==> src/rtl/circular_range_counter.sv <==
// circular_range_counter
//   Circular counter over an inclusive range [min, max]. It steps up or down by
//   a programmable amount, has a synchronous load and a registered wrap pulse.
//   Optional feature macro: CIRCULAR_COUNTER_WRAP_COUNT_EN adds a saturating
//   wrap_count output that is cleared by reset and by load.
//   rst is synchronous and active-low.
module circular_range_counter #(
    parameter int WIDTH       = 4,
    parameter int STEP_WIDTH  = WIDTH,
    parameter int COUNT_WIDTH = 8
) (
    input  logic                   clk,
    input  logic                   rst,
    input  logic                   enable,
    input  logic                   up,
    input  logic [WIDTH-1:0]       min,
    input  logic [WIDTH-1:0]       max,
    input  logic [STEP_WIDTH-1:0]  step,
    input  logic                   load,
    input  logic [WIDTH-1:0]       load_value,
`ifdef CIRCULAR_COUNTER_WRAP_COUNT_EN
    output logic [COUNT_WIDTH-1:0] wrap_count,
`endif
    output logic [WIDTH-1:0]       out,
    output logic                   wrap
);

    logic [WIDTH-1:0] r_out;
    logic             r_wrap;
    logic [WIDTH-1:0] w_out_next;
    logic             w_wrap_next;

    // One extra bit on every operand: out+step and min+step can never overflow.
    logic [WIDTH:0]   w_out_ext;
    logic [WIDTH:0]   w_min_ext;
    logic [WIDTH:0]   w_max_ext;
    logic [WIDTH:0]   w_step_ext;
    logic [WIDTH:0]   w_sum_up;
    logic [WIDTH:0]   w_min_plus_step;
    logic [WIDTH:0]   w_diff_down;
    logic             w_advance;

    assign w_out_ext       = {1'b0, r_out};
    assign w_min_ext       = {1'b0, min};
    assign w_max_ext       = {1'b0, max};
    assign w_step_ext      = (WIDTH+1)'(step);
    assign w_sum_up        = w_out_ext + w_step_ext;
    assign w_min_plus_step = w_min_ext + w_step_ext;
    assign w_diff_down     = w_out_ext - w_step_ext;

    // A step happens only with a non-zero step and a valid range (min <= max).
    assign w_advance = enable && (step != '0) && (max >= min);

    // Next count and wrap flag. Load has priority over stepping. Out-of-range
    // values re-enter the range at the bound nearest the direction of travel.
    always_comb begin
        w_out_next  = r_out;
        w_wrap_next = 1'b0;
        if (load) begin
            w_out_next = load_value;
        end else if (w_advance) begin
            if (up) begin
                if (r_out < min) begin
                    w_out_next = min;
                end else if (w_sum_up > w_max_ext) begin
                    w_out_next  = min;
                    w_wrap_next = 1'b1;
                end else begin
                    w_out_next = w_sum_up[WIDTH-1:0];
                end
            end else begin
                if (r_out > max) begin
                    w_out_next = max;
                end else if (w_out_ext < w_min_plus_step) begin
                    w_out_next  = max;
                    w_wrap_next = 1'b1;
                end else begin
                    w_out_next = w_diff_down[WIDTH-1:0];
                end
            end
        end
    end

    // Count and wrap registers. Reset overrides load and enable.
    always_ff @(posedge clk) begin
        if (!rst) begin
            r_out  <= '0;
            r_wrap <= 1'b0;
        end else begin
            r_out  <= w_out_next;
            r_wrap <= w_wrap_next;
        end
    end

    assign out  = r_out;
    assign wrap = r_wrap;

`ifdef CIRCULAR_COUNTER_WRAP_COUNT_EN
    logic [COUNT_WIDTH-1:0] r_wrap_count;

    // Saturating count of wraps; it moves on the same edge that sets wrap.
    always_ff @(posedge clk) begin
        if (!rst) begin
            r_wrap_count <= '0;
        end else if (load) begin
            r_wrap_count <= '0;
        end else if (w_wrap_next && (r_wrap_count != '1)) begin
            r_wrap_count <= r_wrap_count + 1'b1;
        end
    end

    assign wrap_count = r_wrap_count;
`else
    // COUNT_WIDTH only sizes the optional counter; referenced here so a
    // build without the counter still elaborates the parameter.
    if (COUNT_WIDTH < 1) begin : g_no_wrap_count
    end
`endif

endmodule
==> config.mk <==
export PLATFORM = sky130hd
export DESIGN_NAME = circular_range_counter
export DESIGN_NICKNAME = d
export VERILOG_FILES = /design/src/rtl/circular_range_counter.sv
export SDC_FILE = /design/constraint.sdc
export NUM_CORES = 1
export LEC_CHECK = 0
export BUFFER_PORTS_ARGS = -buffer_cell sky130_fd_sc_hd__buf_2
export CAP_MARGIN = 20
export CORE_UTILIZATION = 49
export CTS_CLUSTER_DIAMETER = 200
export DETAILED_ROUTE_END_ITERATION = 10
export PLACE_DENSITY = 0.76
export SKIP_CTS_REPAIR_TIMING = 1
export SLEW_MARGIN = 20
export SYNTH_ARGS = -nofsm -noshare
export SYNTH_HDL_FRONTEND = slang
export SYNTH_SLANG_ARGS = --single-unit
==> constraint.sdc <==
create_clock -name clk -period 2.6 [get_ports clk]
set_input_delay 0.13 -clock clk [delete_from_list [all_inputs] [get_ports clk]]
set_output_delay 0.13 -clock clk [all_outputs]
set_load 0.02 [all_outputs]
==> results_dict.tcl <==
set metrics [dict create \
    placed_area_sq_um 1360 \
    viasPerCell 5.94 \
    arrival_ns 2.82 \
    slew_headroom_pct 60.5 \
    diodes 0 \
    cp_max_fo 5 \
    met2_length_microns 1600 \
    rsz0062_at_grt "true" \
    first_global_vias 1204 \
    final_max_slew_viol_count 0 \
    yosysTopAreaCellShare_pct 32.7 \
    nets 226 \
    core_sq_um 2040 \
    syn-cell-area_sq_um 1110 \
    routed_wl_microns 3320 \
    synthTopCellsByArea "ha_1 (33%), dfxtp_1 (9.0%), inv_1 (6.8%), fa_1 (5.4%), o221ai_1 (3.2%)" \
    period_needed_ns 2.71 \
    grt_pass1_wl_microns 5350 \
    ys_seq_elements 5 \
    rows 16 \
    area_growth_pct 30.6 \
    finalCritPeriodShare_pct 104 \
    swShare_pct 44.5 \
    synth-seq-area-share_pct 9.03 \
    p_seq_share_pct 16.4 \
    violations "setup timing" \
    cts.path.max_buffers 2 \
    internal-power_w 0.000308 \
    ys_top_cells_by_count "ha_1 (29), inv_1 (20)" \
    syn_nets 181 \
    postLayoutCellArea_sq_um 1450 \
    p_per_area_nw_per_um2 383 \
    antenna_found_initial 0 \
    route.detailed.drc 0 \
    setup_ws_ns -0.110 \
    synthCells 128 \
    worstSkewPairLatency_ns 0.25 \
    highest_layer "met4" \
    drive_above_1_share_pct 32.0 \
    ys_types 39 \
    port_buffers 25 \
    cts.clk_slew.worst_paths_ns 0.05 \
    p_sw_w 0.000246 \
    drtPass1Iterations 4 \
    worst_slew_pin_slew_ns 0.587 \
    synth_edf_count 0 \
    postRouteAntennaNets 0 \
    required_ns 2.71 \
    startpoint_type "register" \
    cts_sinks 5 \
    p_leak_nw 0.750 \
    dr.first_iter.drc_count 31 \
    synth_most_common_cell "ha_1" \
    hold_slack_ns 0.158 \
    post_drt_wl_per_cell_microns 16.7 \
    dr_wl_met3_microns 194 \
    post-synth-top-area-cell "ha_1" \
    hpwl_microns 2720 \
    grtUsageTotal_pct 29.0 \
    die-area_sq_um 2460 \
    die_w_microns 49.6 \
    async_flop_share_pct 0 \
    post-place-ws_ns -0.147 \
    ir_worst_vdd_mv 0.345 \
    avgSynthCellArea_sq_um 8.66 \
    grt_start_max_net_pins 9 \
    htree_levels 1 \
    setup_tns_ns -0.340 \
    wl_met1_microns 1450 \
    fin_worst_skew_ns 0.00627 \
    place.gp.congestion 0.976 \
    yosys_most_used_dff "dfxtp_1" \
    pin_count 26 \
    final_hold_viol_count 0 \
    fmax_mhz 369 \
    start_util_pct 54.3 \
    numCtsBuffers 3 \
    die_h_microns 49.6 \
    cts_tree "yes" \
    setup_violations 4 \
    via_count 1182 \
    status "finished with violations" \
    comb_power_share_pct 66.6 \
    root_buffer "clkbuf_4" \
    end_kind "register" \
    min_path_type "input pin to register" \
    gr-total-overflow 0 \
    p_clk_share_pct 17.0 \
    yosys_warnings 0 \
    critPathKind "register to register" \
    cap_violations 0 \
]
==> power groups by stage <==
stage | clock network [W] | registers [W] | logic (W)
finish | 0.0000939 | 0.0000911 | 0.000369
global route | 0.0000998 | 0.0000914 | 0.000405
detailed placement | 0 | 0.0000917 | 0.000338
CTS | 0.0000939 | 0.0000902 | 0.000342
global placement | 0 | 0.0000905 | 0.000325
floorplan | 0 | 0.000102 | 0.000207
==> state kept, by name, summed over array words and instances, names as in the netlist <==
signal,count
wrap,1
out,4
==> layout by cell type (no fill, tap or decap), types with 2 or more instances in the layout <==
cell type	n
ha_1	27
buf_2	25
inv_1	19
buf_4	15
nand2_1	5
xor2_1	4
a21oi_1	4
a211oi_1	4
o221ai_1	4
o21ai_0	3
nor3_1	3
nand3_1	3
mux2i_1	3
nor2_1	3
o2111a_1	3
clkbuf_4	3
a21oi_2	2
a21o_1	2
xnor2_1	2
o21a_1	2
nand4b_1	2
o21ai_1	2
a31oi_1	2
fa_1	2
ha_4	2
dfxtp_2	2
dfxtp_1	2
==> critical path, stage by stage (launching register included) <==
cell and delay, ns:
dfxtp_4 0.36, ha_4 0.26, inv_2 0.03, a21oi_2 0.13, o21ai_2 0.09, xor2_1 0.17
ha_1 0.36, a21oi_2 0.14, nand3_1 0.08, a221o_1 0.43, nor2_4 0.19, mux2i_1 0.23
a211oi_1 0.09
==> cells by family after synthesis <==
family          after synthesis  synth area share, %
compound gates               38                 26.3
xor+xnor                      6                 4.74
fa+ha+maj                    32                 38.1
buf+inv                      20                 6.77
flops                         5                 9.03
mux                           3                 2.71
simple gates                 24                 12.3
==> per-stage QoR <==
stage               instances  util (%)  power [W]
floorplan                 128         -   0.000309
global placement          192      66.7   0.000415
detailed placement        192      66.7   0.000430
CTS                       196      68.0   0.000526
global route              199      70.9   0.000597
finish                    199      70.9   0.000554
==> worst paths after layout <==
path	cells after the start	start	slack, ns	to
max	12	out[1]$_SDFFE_PN0P_	-0.11	out[2]$_SDFFE_PN0P_
min	3	rst	0.16	out[2]$_SDFFE_PN0P_
max reg2reg	12	out[1]$_SDFFE_PN0P_	-0.11	out[2]$_SDFFE_PN0P_
min reg2reg	3	out[2]$_SDFFE_PN0P_	0.73	out[2]$_SDFFE_PN0P_
==> layer usage <==
layer  vias to the layer above  global-route usage [%]
li1                        571                       -
met1                       549                    34.8
met2                        52                    49.8
met3                        10                    4.94
met4                         0                    13.3
met5                         -                       0
==> cell type report <==
class / instances / area (sq um)
Inverter: 20 / 75.1
Timing Repair Buffer: 40 / 238
Tap cell: 27 / 33.8
Multi-Input combinational cell: 103 / 968
Fill cell: 185 / 594
Sequential cell: 5 / 106
Clock buffer: 4 / 26.3
Power figures use the tool's default switching activity.
